## config.mk

```make
export PLATFORM = sky130hd
export DESIGN_NAME = fpcvt_decoder_flat
export DESIGN_NICKNAME = d
export VERILOG_FILES = /design/src/rtl/fpcvt_pkg.sv /design/src/rtl/fpcvt_decoder_if.sv /design/src/rtl/fpcvt_shift_neg.sv /design/src/rtl/fpcvt_decoder.sv /design/src/flat_wrapper.sv
export SDC_FILE = /design/constraint.sdc
export NUM_CORES = 1
export LEC_CHECK = 0
export BUFFER_PORTS_ARGS = -buffer_cell sky130_fd_sc_hd__clkbuf_2
export CAP_MARGIN = 20
export CORE_MARGIN = 2
export CORE_UTILIZATION = 50
export DETAILED_ROUTE_END_ITERATION = 12
export PLACE_DENSITY = 0.83
export SLEW_MARGIN = 20
export SYNTH_ARGS = -nofsm -noshare
export SYNTH_HDL_FRONTEND = slang
export SYNTH_SLANG_ARGS = --single-unit
```

## constraint.sdc

```tcl
create_clock -name clk -period 2.6 [get_ports clk]
set_clock_uncertainty 0.2 [all_clocks]
set_input_delay 0.13 -clock clk [delete_from_list [all_inputs] [get_ports clk]]
set_output_delay 0.13 -clock clk [all_outputs]
set_load 0.005 [all_outputs]
```

## src/rtl/fpcvt_pkg.sv

```systemverilog
// Shared definitions for the FPCVT encode/decode path: field widths,
// decoder FSM states and the fixed-width two's-complement negate.
package fpcvt_pkg;

    localparam int DATA_W = 12;
    localparam int EXP_W  = 3;
    localparam int SIG_W  = 4;

    typedef enum logic [1:0] {
        IDLE  = 2'd0,
        SHIFT = 2'd1,
        NEG   = 2'd2,
        DONE  = 2'd3
    } state_e;

    // Carry out of the MSB is dropped, so negating zero yields zero.
    function automatic logic [DATA_W-1:0] twos_neg(input logic [DATA_W-1:0] v);
        return ~v + DATA_W'(1);
    endfunction

endpackage

```

## src/rtl/fpcvt_decoder_if.sv

```systemverilog
// Code-in / value-out handshake bundle for the FPCVT decoder.
interface fpcvt_decoder_if;
    import fpcvt_pkg::*;

    logic              in_valid;
    logic              in_ready;
    logic              S;
    logic [EXP_W-1:0]  E;
    logic [SIG_W-1:0]  F;
    logic              out_valid;
    logic              out_ready;
    logic [DATA_W-1:0] D;

    modport slave (
        input  in_valid, S, E, F, out_ready,
        output in_ready, out_valid, D
    );

    modport master (
        output in_valid, S, E, F, out_ready,
        input  in_ready, out_valid, D
    );
endinterface

```

## src/rtl/fpcvt_shift_neg.sv

```systemverilog
// Datapath helper: one-bit left shift of the magnitude and sign-controlled
// two's-complement negate of the finished magnitude.
module fpcvt_shift_neg
    import fpcvt_pkg::*;
(
    input  logic [DATA_W-1:0] mag_i,
    input  logic              sgn_i,
    output logic [DATA_W-1:0] mag_shl_o,
    output logic [DATA_W-1:0] res_o
);

    assign mag_shl_o = {mag_i[DATA_W-2:0], 1'b0};
    assign res_o     = sgn_i ? twos_neg(mag_i) : mag_i;

endmodule

```

## src/rtl/fpcvt_decoder.sv

```systemverilog
// Sequential FPCVT decoder: expands an S/E/F code into a 12-bit signed value,
// shifting one bit per cycle, with valid/ready on both sides.
module fpcvt_decoder
    import fpcvt_pkg::*;
(
    input  logic            clk,
    input  logic            rst_n,
    fpcvt_decoder_if.slave  bus
);

    state_e             state_q, state_d;
    logic [DATA_W-1:0]  mag_q,   mag_d;
    logic [EXP_W-1:0]   cnt_q,   cnt_d;
    logic               sgn_q,   sgn_d;
    logic [DATA_W-1:0]  d_q,     d_d;

    logic [DATA_W-1:0]  mag_shl;
    logic [DATA_W-1:0]  mag_res;

    fpcvt_shift_neg u_shift_neg (
        .mag_i     (mag_q),
        .sgn_i     (sgn_q),
        .mag_shl_o (mag_shl),
        .res_o     (mag_res)
    );

    always_ff @(posedge clk or negedge rst_n) begin
        if (!rst_n) begin
            state_q <= IDLE;
            mag_q   <= '0;
            cnt_q   <= '0;
            sgn_q   <= 1'b0;
            d_q     <= '0;
        end else begin
            state_q <= state_d;
            mag_q   <= mag_d;
            cnt_q   <= cnt_d;
            sgn_q   <= sgn_d;
            d_q     <= d_d;
        end
    end

    always_comb begin
        state_d = state_q;
        mag_d   = mag_q;
        cnt_d   = cnt_q;
        sgn_d   = sgn_q;
        d_d     = d_q;
        case (state_q)
            IDLE: begin
                if (bus.in_valid) begin
                    mag_d   = {{(DATA_W-SIG_W){1'b0}}, bus.F};
                    cnt_d   = bus.E;
                    sgn_d   = bus.S;
                    state_d = SHIFT;
                end
            end
            SHIFT: begin
                // A zero count still costs one cycle here before negating.
                if (cnt_q != '0) begin
                    mag_d = mag_shl;
                    cnt_d = cnt_q - EXP_W'(1);
                end else begin
                    state_d = NEG;
                end
            end
            NEG: begin
                d_d     = mag_res;
                state_d = DONE;
            end
            DONE: begin
                if (bus.out_ready) begin
                    state_d = IDLE;
                end
            end
            default: begin
                state_d = IDLE;
            end
        endcase
    end

    assign bus.in_ready  = (state_q == IDLE);
    assign bus.out_valid = (state_q == DONE);
    assign bus.D         = d_q;

endmodule

```

## src/flat_wrapper.sv

```systemverilog
// flat-port wrapper written by rule: the top's interface ports become plain ports
module fpcvt_decoder_flat import fpcvt_pkg::*;
  (clk, rst_n, bus_in_valid, bus_S, bus_E, bus_F, bus_out_ready, bus_in_ready, bus_out_valid, bus_D);
  fpcvt_decoder_if bus_i ();
  input  logic clk;
  input  logic rst_n;
  input wire logic [$bits(bus_i.in_valid)-1:0] bus_in_valid;
  input wire logic [$bits(bus_i.S)-1:0] bus_S;
  input wire logic [$bits(bus_i.E)-1:0] bus_E;
  input wire logic [$bits(bus_i.F)-1:0] bus_F;
  input wire logic [$bits(bus_i.out_ready)-1:0] bus_out_ready;
  output wire logic [$bits(bus_i.in_ready)-1:0] bus_in_ready;
  output wire logic [$bits(bus_i.out_valid)-1:0] bus_out_valid;
  output wire logic [$bits(bus_i.D)-1:0] bus_D;
  assign bus_i.in_valid = bus_in_valid;
  assign bus_i.S = bus_S;
  assign bus_i.E = bus_E;
  assign bus_i.F = bus_F;
  assign bus_i.out_ready = bus_out_ready;
  assign bus_in_ready = bus_i.in_ready;
  assign bus_out_valid = bus_i.out_valid;
  assign bus_D = bus_i.D;
  fpcvt_decoder u_core (.clk(clk), .rst_n(rst_n), .bus(bus_i));
endmodule
```

==> results of run 1 <==
## stage by stage
| stage | hold WS, ns | worst slack, ns | util [%] | area (µm²) | power, mW |
|---|---|---|---|---|---|
| 2_1_floorplan | -0.366 | 0.710 | - | 1560 | 1.65 |
| 3_3_place_gp | 0.00690 | 0.561 | 57.3 | 1720 | 1.91 |
| 3_5_place_dp | 0.0136 | 0.494 | 57.3 | 1720 | 1.98 |
| 4_1_cts | 0.0250 | 0.467 | 63.0 | 1890 | 2.35 |
| 5_1_grt | 0.0682 | 0.272 | 63.0 | 1890 | 2.56 |
| 6_report | 0.0370 | 0.481 | 63.0 | 1890 | 2.34 |
## worst max-delay path: stages, from the launching register on
cell and delay, ns:
dfrtp_1 0.42, inv_1 0.10, ha_1 0.26, buf_4 0.27, a311o_1 0.54, o21ai_0 0.18
## kinds of logic (layout without fill, tap and decap cells)
| group | after synthesis | after routing |
|---|---|---|
| buf+inv | 15 | 53 |
| mux | 7 | 7 |
| flops | 30 | 30 |
| xor+xnor | 10 | 10 |
| compound gates | 34 | 34 |
| simple gates | 58 | 58 |
| fa+ha+maj | 7 | 7 |
## state kept, by name, summed over array words and instances, names as in the netlist
signal	flops
u_core.mag_q	12
u_core.state_q	2
u_core.bus.D	12
u_core.sgn_q	1
u_core.cnt_q	3
## layer usage
metal / vias to the layer above / GRT usage (%) / wire [µm]
met5: - / 0 / 0
met4: 0 / 9.21 / 37
met3: 5 / 6.06 / 105
met2: 22 / 32.6 / 1520
met1: 612 / 23.2 / 1400
li1: 625 / - / -
## synthesized netlist by cell type
cell	number
a21oi_1	12
nor2_1	13
nand2b_1	1
or2_2	2
xor2_1	8
nand3_1	8
or3_2	1
dfrtp_1	30
a21boi_0	1
clkbuf_1	5
nand3b_1	1
ha_1	7
nor2b_1	2
inv_1	8
o31ai_2	1
o211ai_1	2
nand2_1	25
or3_4	2
a311o_1	1
nor4b_1	1
a311oi_1	1
o41ai_1	1
o41ai_2	2
o21ai_0	12
mux2i_1	5
a221oi_1	1
xnor2_1	2
mux2_2	2
buf_2	2
or4b_4	1
nand4_1	1
## power by group through the flow
stage / Sequential (mW) / Clock, mW / Combinational (mW)
global placement: 0.813 / 0 / 1.10
detailed placement: 0.834 / 0 / 1.14
global route: 0.850 / 0.369 / 1.34
floorplan: 0.786 / 0 / 0.865
finish: 0.824 / 0.342 / 1.17
CTS: 0.823 / 0.350 / 1.18
## layout make-up
cell class | count | area [µm²]
inverter | 8 | 30.0
timing repair buffer | 37 | 238
fill | 243 | 1110
tap | 33 | 41.3
clock buffer | 8 | 78.8
sequential | 30 | 751
multi-input combinational | 116 | 752
## worst max-delay path by stage
stage / end / depth (start not counted) / start
floorplan: u_core.bus.D[10] / 6 / u_core.mag_q[0]
global placement: u_core.mag_q[1] / 5 / u_core.state_q[1]
detailed placement: u_core.cnt_q[0] / 5 / u_core.state_q[1]
CTS: u_core.cnt_q[0] / 5 / u_core.state_q[1]
global route: u_core.mag_q[2] / 5 / u_core.state_q[1]
finish: u_core.cnt_q[0] / 5 / u_core.state_q[1]
## repair_timing
action | 4_1_cts | 5_1_grt
endpoints found under the setup margin | 0 | 0
endpoints found under the hold margin | 37 | 0
hold buffers | 9 | 0
==> flow_summary_export.csv, run 1 <==
group,metric,value,unit
min_path,hp-start,"bus_out_ready",
logic_synthesis,synth_top_area_share,48.1,%
detailed_routing,wl_per_cell,13.2,µm
floorplan,pin_count,26,
outcome,status,"finished, final reports clean",
pwr,seqPwrFrac,35.2,%
floorplan,die_h,59.9,µm
pwr,p_leak,0.941,nW
worst_setup_path,cp-end-kind,"flop",
worst_setup_path,r2r-start,"u_core.state_q[1]",
floorplan,die_area,0.00359,mm²
timing,max_slew.worst_pin.slew,0.707,ns
timing,rsz0062_at_grt,"false",
clocking,htree_levels,2,
logic_synthesis,syn_avg_cell_area,9.70,µm²
global_route,grt_pass1_wl,5.18,mm
pwr,power_frac_comb,50.2,%
pwr,p_clk_share,14.6,%
clocking,cts_root_buf,"clkbuf_4",
logic_synthesis,synth_area_leaders,"dfrtp_1 (48%), nand2_1 (6.0%), ha_1 (5.6%), xor2_1 (4.5%), a21oi_1 (3.8%)",
clocking,cts_setup_buffers,0,
pwr,vdd_drop_max,0.505,mV
floorplan,die_x,59.9,µm
global_route,grt_start_max_net_pins,31,
logic_synthesis,ys_types,31,
detailed_routing,drt_iter0_drc,36,
logic_synthesis,syn_area,0.00156,mm²
logic_synthesis,synth-simple-area-share,17.9,%
layout,final_common_cell,"dfrtp_1",
place,dpl.cell_count,215,
min_path,hp-class,"in -> reg",
global_route,grtUsageTotal,19.7,%
detailed_routing,ant_nets,0,
logic_synthesis,netlist_instances,161,
clocking,path_clk_slew,0.09,ns
global_route,antenna_found_initial,0,
detailed_routing,routed_via_density,5.45,
timing,finalCritPeriodShare,81.5,%
worst_setup_path,arrival,2.12,ns
timing,setup_viol,0,
worst_setup_path,worstPathRequired,2.60,ns
clocking,clk_latency,0.34,ns
layout,antenna_cells,0,
pwr,p_int,1.37,mW
clocking,cts_tree,"done",
logic_synthesis,synth_largest_area_cell,"dfrtp_1",
timing,maxSlewHeadroom,52.8,%
place,dpl.hpwl,2.20,mm
place,port_buffers,25,
min_path,holdPathEnd,"u_core.state_q[1]",
logic_synthesis,synth_top_family_by_area,"simple AND/OR/NAND/NOR gates",
worst_setup_path,reg2reg_to,"u_core.cnt_q[0]",
global_route,grt_pass1_vias,1192,
clocking,cts_resized,0,
worst_setup_path,rr_worst_depth,5,
layout,layout.nets,217,
logic_synthesis,ys_seq_area_share,48.1,%
pwr,swShare,41.7,%
logic_synthesis,synth_compound_area_share,14.3,%
place,gp_congestion,0.762,
min_path,min_path_cells,5,
pwr,powerDensity,1240,mW/mm²
flow_run,drv_cap,0,
layout,drive_gt1_share,23.6,%
floorplan,start_util,52.0,%
global_route,grt-ovfl-total,0,
detailed_routing,via_count,1264,
timing,fmax,0.472,GHz
pwr,switchingPower,0.975,mW
worst_setup_path,worst-r2r-setup-slack,0.48,ns
logic_synthesis,synth-seq-cells,30,
detailed_routing,drt-total-wl,3.06,mm
worst_setup_path,cp-start-kind,"flop",
logic_synthesis,synthXorXnorAreaFrac,5.61,%
logic_synthesis,syn-num-nets,180,
layout,stdcell_count,232,
timing,post-route-min-period,2.12,ns
layout,syn_to_final_growth,21.1,%
layout,final_cell_mix,"dfrtp_1 (30), nand2_1 (25), clkbuf_2 (25)",
worst_setup_path,critPathMaxFanout,19,
detailed_routing,firstDrtPassIters,4,
clocking,numCtsBuffers,5,
detailed_routing,drc,0,
floorplan,design.core.area,0.00300,mm²
logic_synthesis,synth_mux_area_share,4.65,%
worst_setup_path,criticalPathCategory,"reg -> reg",
logic_synthesis,yosysWarnings,0,
timing,final_max_slew_viol_count,0,
floorplan,placementRows,20,
timing,hold_violations,0,
clocking,clockBufferDepth,2,
clocking,cts.sinks,30,
logic_synthesis,synth_fa_ha_area_share,5.61,%
timing,tns,0,ns
Power figures use the tool's default switching activity.
==> run 2, diff against run 1 <==
ABC_AREA = 1   (was default)
clock period = 2.07 ns   (was 2.6 ns; I/O delays follow)
==> run 2 against run 1 <==
Effect of this change: clock-buffer cell count unchanged; setup slack worse by 0.28 ns; final cell count up 25%; first-iteration DRC count up 33%; clock power up 26%; non-clock buffer count up 3; sequential share of layout area down 1.7 points; register-to-register slack worse by 0.28 ns; synthesized area up 3.7%; critical endpoint is now u_core.cnt_q[2]; highest routed layer unchanged.
==> flow_summary_export.csv, run 2 <==
group,metric,value,unit
worst_setup_path,reg2reg_to,"u_core.cnt_q[2]",
worst_setup_path,path_cells,"inv_1 > ha_1 > inv_1 > or2_1 > nand3_2 > inv_4 > o21ai_0 > a21oi_1",
logic_synthesis,synthArstFlopShare,100,%
place,dpl.cell_count,271,
floorplan,die_area,0.00371,mm²
logic_synthesis,netlist_instances,207,
logic_synthesis,synth-seq-cells,30,
floorplan,die_x,60.9,µm
logic_synthesis,synth.most_common_cell,"nand2_1",
worst_setup_path,cp-end-kind,"flop",
logic_synthesis,synthTopCellsByCount,"nand2_1 (59), dfrtp_1 (30), inv_1 (23), nand3_1 (23), o21ai_0 (21)",
detailed_routing,ant_nets,0,
logic_synthesis,synth-main-ff-cell,"dfrtp_1",
flow_run,drv_cap,0,
global_route,antenna_found_initial,0,
global_route,grt_pass1_vias,1415,
detailed_routing,drc,0,
logic_synthesis,ys_types,20,
floorplan,die_h,60.9,µm
min_path,hp-class,"in -> async",
global_route,grtUsageTotal,21.4,%
pwr,seqPwrFrac,34.1,%
clocking,cts_setup_buffers,0,
floorplan,placementRows,20,
place,placed_area,0.00177,mm²
logic_synthesis,syn_avg_cell_area,7.82,µm²
logic_synthesis,syn-num-nets,226,
layout,final_cell_area,0.00197,mm²
logic_synthesis,syn_area,0.00162,mm²
floorplan,pin_count,26,
timing,layout_setup_ws,0.201,ns
logic_synthesis,synth_area_leaders,"dfrtp_1 (46%), nand2_1 (14%), nand3_1 (7.1%), o21ai_0 (6.5%), ha_1 (5.4%)",
detailed_routing,drt-total-wl,3.20,mm
pwr,p_leak,1.02,nW
worst_setup_path,critPathMaxFanout,29,
worst_setup_path,path_common_cell,"inv_1",
clocking,cts_tree,"done",
worst_setup_path,cpPeakStageDelay,0.41,ns
global_route,grt-ovfl-total,0,
floorplan,start_util,52.6,%
timing,rsz0062_at_grt,"false",
global_route,grt_pass1_wl,5.73,mm
place,pre_cts_ws,0.0766,ns
worst_setup_path,rr_worst_depth,8,
logic_synthesis,yosysWarnings,0,
layout,stdcell_count,291,
timing,final_max_slew_viol_count,0,
logic_synthesis,synth_top_area_share,46.4,%
timing,tns,0,ns
logic_synthesis,synth_largest_area_cell,"dfrtp_1",
clocking,htree_levels,2,
place,port_buffers,25,
detailed_routing,routed_via_density,4.93,
timing,maxSlewHeadroom,52.0,%
layout,antenna_cells,0,
layout,layout.nets,265,
worst_setup_path,cp-start-kind,"flop",
worst_setup_path,arrival,1.94,ns
layout,syn_to_final_growth,21.9,%
outcome,status,"finished, final reports clean",
pwr,power_frac_comb,50.9,%
clocking,clk_latency,0.33,ns
worst_setup_path,r2r-start,"u_core.state_q[0]",
clocking,clockBufferDepth,2,
detailed_routing,drt_iter0_drc,48,
clocking,numCtsBuffers,5,
floorplan,design.core.area,0.00308,mm²
worst_setup_path,worst-r2r-setup-slack,0.20,ns
clocking,cts.sinks,30,
pwr,p_clk_share,15.0,%
pwr,swShare,43.9,%
place,dpl.hpwl,2.26,mm
worst_setup_path,setup.worst_path.start,"u_core.state_q[0]",
pwr,switchingPower,1.27,mW
detailed_routing,firstDrtPassIters,4,
layout,drive_gt1_share,17.4,%
timing,setup_viol,0,
detailed_routing,wl_per_cell,11.0,µm
layout,final_cell_mix,"nand2_1 (59), dfrtp_1 (30), clkbuf_2 (25)",
detailed_routing,via_count,1434,
global_route,grt_start_max_net_pins,31,
timing,max_slew.worst_pin.slew,0.720,ns
timing,post-route-min-period,1.87,ns
worst_setup_path,cpMaxStageDelayCell,"dfrtp_1",
pwr,finalPower,2.89,mW
pwr,vdd_drop_max,1.06,mV
timing,fmax,0.535,GHz
worst_setup_path,criticalPathCategory,"reg -> reg",
place,gp_congestion,0.800,
layout,final_common_cell,"nand2_1",
timing,finalCritPeriodShare,90.3,%
worst_setup_path,worstPathRequired,2.14,ns
pwr,p_int,1.62,mW
pwr,powerDensity,1460,mW/mm²
logic_synthesis,ys_seq_area_share,46.4,%
clocking,cts_root_buf,"clkbuf_4",
logic_synthesis,synth_edf_count,0,
clocking,path_clk_slew,0.09,ns
timing,hold_violations,0,
## run 2: changes by cell type after synthesis, moves of 4 or more
cell,delta
o21ai_1,+4
mux2i_1,-5
a21oi_1,-8
o21ai_2,+4
xor2_1,-5
o21ai_0,+9
nand3_1,+15
nand2_1,+34
inv_1,+15
## run 2: cell type report
cell class | count | area [µm²]
Clock buffer | 8 | 78.8
Fill cell | 277 | 1100
Inverter | 24 | 92.6
Multi-Input combinational cell | 145 | 729
Sequential cell | 30 | 751
Tap cell | 44 | 55.1
Timing Repair Buffer | 40 | 268
## run 2: layer usage
| layer | global-route usage, % | routed length, µm |
|---|---|---|
| met2 | 35.5 | 1500 |
| met1 | 24.8 | 1500 |
| met4 | 11.5 | 75 |
| met3 | 6.40 | 125 |
| met5 | 0 | 0 |
## run 2: worst max-delay path: cells and delay by family, from the launching register on
family,cells,cell delay (ns)
AO/OA/AOI/OAI,2,0.31
adder cells (fa/ha/maj),1,0.24
buffers and inverters,3,0.40
flip-flops,1,0.41
AND/OR/NAND/NOR,2,0.25
## run 2: worst max-delay path by stage
stage,end,slack (ns),depth (start not counted)
2_1_floorplan,u_core.cnt_q[0],0.33,10
3_3_place_gp,u_core.cnt_q[2],0.24,8
3_5_place_dp,u_core.cnt_q[2],0.08,8
4_1_cts,u_core.cnt_q[2],0.06,8
5_1_grt,u_core.cnt_q[2],0.01,8
6_report,u_core.cnt_q[2],0.20,8
## run 2: metrics by stage
stage,hold WS (ns),utilization [%]
after floorplan,-0.392,-
after global placement,-0.00630,57.6
after detailed placement,-0.00195,57.6
after CTS,0.170,64.1
after global routing,0.208,64.1
final,0.158,64.1
## run 2: power by group through the flow
stage	registers [mW]	clock network, mW	logic [mW]
2_1_floorplan	0.965	0	1.14
3_5_place_dp	0.997	0	1.45
3_3_place_gp	0.979	0	1.40
6_report	0.985	0.432	1.47
5_1_grt	1.03	0.474	1.74
4_1_cts	0.986	0.444	1.48
## run 2: cell families (layout without fill, tap and decap cells)
logic type / Yosys count / in the layout / synth area share, %
xor+xnor: 3 / 3 / 1.62
buf+inv: 32 / 72 / 8.58
flops: 30 / 30 / 46.4
compound gates: 35 / 35 / 12.0
fa+ha+maj: 7 / 7 / 5.41
simple gates: 100 / 100 / 26.0
## run 2: timing repair
action                                  in CTS  in global routing
hold endpoints to repair                    40                  0
endpoints found under the setup margin       0                 10
hold buffers                                12                  0
gates resized for setup                      0                  2
==> run 3, diff against run 2 <==
MAX_ROUTING_LAYER = met4   (was default)
PLACE_DENSITY = 0.82   (was 0.83)
SYNTH_HIERARCHICAL = 1   (was default)
==> run 3 against run 2 <==
Effect of this change: clock power grew 12%; register-to-register slack improved by 0.05 ns; highest routed layer unchanged; utilization decreased by 5.1 points; critical path type unchanged; synthesized cell count rose by 32%.
==> flow_summary_export.csv, run 3 <==
group,metric,value,unit
clocking,path_clk_slew,0.06,ns
floorplan,die_area,0.00431,mm²
timing,final_max_slew_viol_count,0,
global_route,grt_pass1_wl,6.83,mm
detailed_routing,wl_per_cell,10.7,µm
layout,final_cell_mix,"nand2_1 (128), inv_1 (33), dfrtp_1 (30)",
detailed_routing,drt-total-wl,3.75,mm
global_route,antenna_found_initial,0,
place,port_buffers,25,
clocking,numCtsBuffers,5,
timing,setup_viol,0,
floorplan,placementRows,22,
clocking,cts_root_buf,"clkbuf_8",
worst_setup_path,path_common_cell,"nand2_1",
layout,final_common_cell,"nand2_1",
pwr,swShare,45.9,%
logic_synthesis,synthTopCellsByCount,"nand2_1 (128), inv_1 (33), dfrtp_1 (30)",
floorplan,pin_count,26,
min_path,hp-class,"in -> async",
logic_synthesis,ys_seq_area_share,39.5,%
pwr,p_int,1.62,mW
detailed_routing,drt_iter0_drc,88,
layout,syn_to_final_growth,13.8,%
pwr,power_frac_comb,51.5,%
worst_setup_path,cp-end-kind,"flop",
global_route,grtUsageTotal,21.5,%
layout,antenna_cells,0,
detailed_routing,ant_nets,0,
detailed_routing,via_count,1680,
pwr,seqPwrFrac,32.3,%
clocking,clockBufferDepth,2,
detailed_routing,routed_via_density,4.81,
logic_synthesis,synth_largest_area_cell,"dfrtp_1",
pwr,vdd_drop_max,0.717,mV
floorplan,start_util,51.9,%
worst_setup_path,cpPeakStageDelay,0.40,ns
logic_synthesis,yosysWarnings,6,
logic_synthesis,ys_types,20,
global_route,grt_pass1_vias,1587,
pwr,p_leak,1.31,nW
global_route,grt-ovfl-total,0,
place,gp_congestion,0.936,
timing,layout_setup_ws,0.247,ns
timing,tns,0,ns
layout,n_fill_cell,329,
timing,finalCritPeriodShare,88.1,%
clocking,cts.sinks,30,
pwr,p_clk_share,16.2,%
worst_setup_path,arrival,1.80,ns
worst_setup_path,path_cells,"inv_1 > ha_1 > buf_4 > nand2_1 > nand3_2 > nand2_1 > nand2_1",
logic_synthesis,syn_area,0.00190,mm²
worst_setup_path,critPathMaxFanout,15,
worst_setup_path,cpMaxStageDelayCell,"dfrtp_1",
logic_synthesis,synthArstFlopShare,100,%
detailed_routing,drc,0,
logic_synthesis,synth_area_leaders,"dfrtp_1 (39%), nand2_1 (25%), nand3_1 (7.1%), inv_1 (6.5%), buf_4 (5.5%)",
timing,hold_violations,0,
logic_synthesis,synth_edf_count,0,
timing,rsz0062_at_grt,"false",
clocking,cts_tree,"done",
clocking,htree_levels,2,
outcome,status,"finished, final reports clean",
layout,seq_area,751,µm²
floorplan,die_h,65.7,µm
global_route,grt_start_max_net_pins,31,
timing,maxSlewHeadroom,51.7,%
logic_synthesis,synth.most_common_cell,"nand2_1",
layout,layout.nets,319,
logic_synthesis,synth-main-ff-cell,"dfrtp_1",
clocking,cts_resized,0,
worst_setup_path,cp-start-kind,"flop",
clocking,clk_latency,0.28,ns
worst_setup_path,criticalPathCategory,"reg -> reg",
detailed_routing,firstDrtPassIters,5,
worst_setup_path,worstPathRequired,2.05,ns
pwr,powerDensity,1380,mW/mm²
place,pre_cts_ws,0.263,ns
layout,multiInputGateArea,863,µm²
logic_synthesis,syn-num-nets,293,
flow_run,drv_cap,0,
logic_synthesis,netlist_instances,274,
timing,max_slew.worst_pin.slew,0.725,ns
floorplan,die_x,65.7,µm
logic_synthesis,syn_avg_cell_area,6.94,µm²
logic_synthesis,synth_top_area_share,39.5,%
place,dpl.hpwl,2.46,mm
layout,drive_gt1_share,14.0,%
pwr,switchingPower,1.37,mW
floorplan,design.core.area,0.00366,mm²
timing,fmax,0.549,GHz
timing,post-route-min-period,1.82,ns
logic_synthesis,synth-seq-cells,30,
-- run 3: logic make-up (layout without fill, tap and decap cells) --
logic type / count (synthesis) / count (layout) / synth area share [%]
other cells: 1 / 1 / 0.197
compound gates: 7 / 7 / 2.04
simple gates: 169 / 169 / 36.3
fa+ha+maj: 7 / 7 / 4.61
buf+inv: 55 / 82 / 15.1
xor+xnor: 5 / 5 / 2.30
flops: 30 / 30 / 39.5
-- run 3: worst max-delay path, delay by kind of cell (launching register included) --
family,cells,cell delay (ns)
flip-flops,1,0.40
AND/OR/NAND/NOR,4,0.55
buffers and inverters,2,0.29
adder cells (fa/ha/maj),1,0.28
-- run 3: area by class of cell --
cell class / count / area share (%)
Clock inverter: 1 / 0.231
Tap cell: 48 / 2.78
Timing Repair Buffer: 40 / 12.4
Sequential cell: 30 / 34.7
Clock buffer: 7 / 3.99
Multi-Input combinational cell: 189 / 39.9
Inverter: 34 / 6.02
-- run 3: per-layer routing --
layer	GRT usage [%]	up-vias	part of all wire, %
met2	32.8	46	46
met4	13.0	0	4.1
li1	-	872	-
met1	25.2	746	46
met5	-	-	0
met3	5.82	16	4.1
-- run 3: final timing paths --
kind                                   start                end  slack [ns]  cells past startpoint
max in group asynchronous              rst_n   u_core/bus.D[10]        1.00                      2
min                                    rst_n  u_core/state_q[0]        0.20                      2
max reg2reg                u_core/state_q[1]    u_core/mag_q[0]        0.25                      7
min reg2reg                  u_core/bus.D[7]    u_core/bus.D[7]        0.27                      2
max                        u_core/state_q[1]    u_core/mag_q[0]        0.25                      7
min in group clk             u_core/bus.D[7]    u_core/bus.D[7]        0.27                      2
-- run 3: metrics by stage --
stage | power [mW] | util (%) | area (µm²) | instances | hold slack (ns)
after global placement | 2.41 | 53.3 | 1950 | 329 | -0.00539
final | 2.99 | 59.1 | 2160 | 349 | 0.200
after detailed placement | 2.46 | 53.3 | 1950 | 329 | -0.000934
after global routing | 3.31 | 59.1 | 2160 | 349 | 0.273
after floorplan | 2.24 | - | 1900 | 274 | -0.392
after CTS | 2.97 | 59.1 | 2160 | 349 | 0.228
-- run 3: what timing repair did --
action | in CTS | in global routing
setup buffers | 0 | 0
hold buffers | 12 | 0
hold endpoints to repair | 39 | 0
-- run 3: power groups by stage --
stage,Clock (mW),Combinational [mW],Sequential (mW)
2_1_floorplan,0,1.30,0.931
6_report,0.483,1.54,0.966
5_1_grt,0.519,1.79,0.995
3_3_place_gp,0,1.45,0.961
4_1_cts,0.499,1.52,0.960
3_5_place_dp,0,1.49,0.971
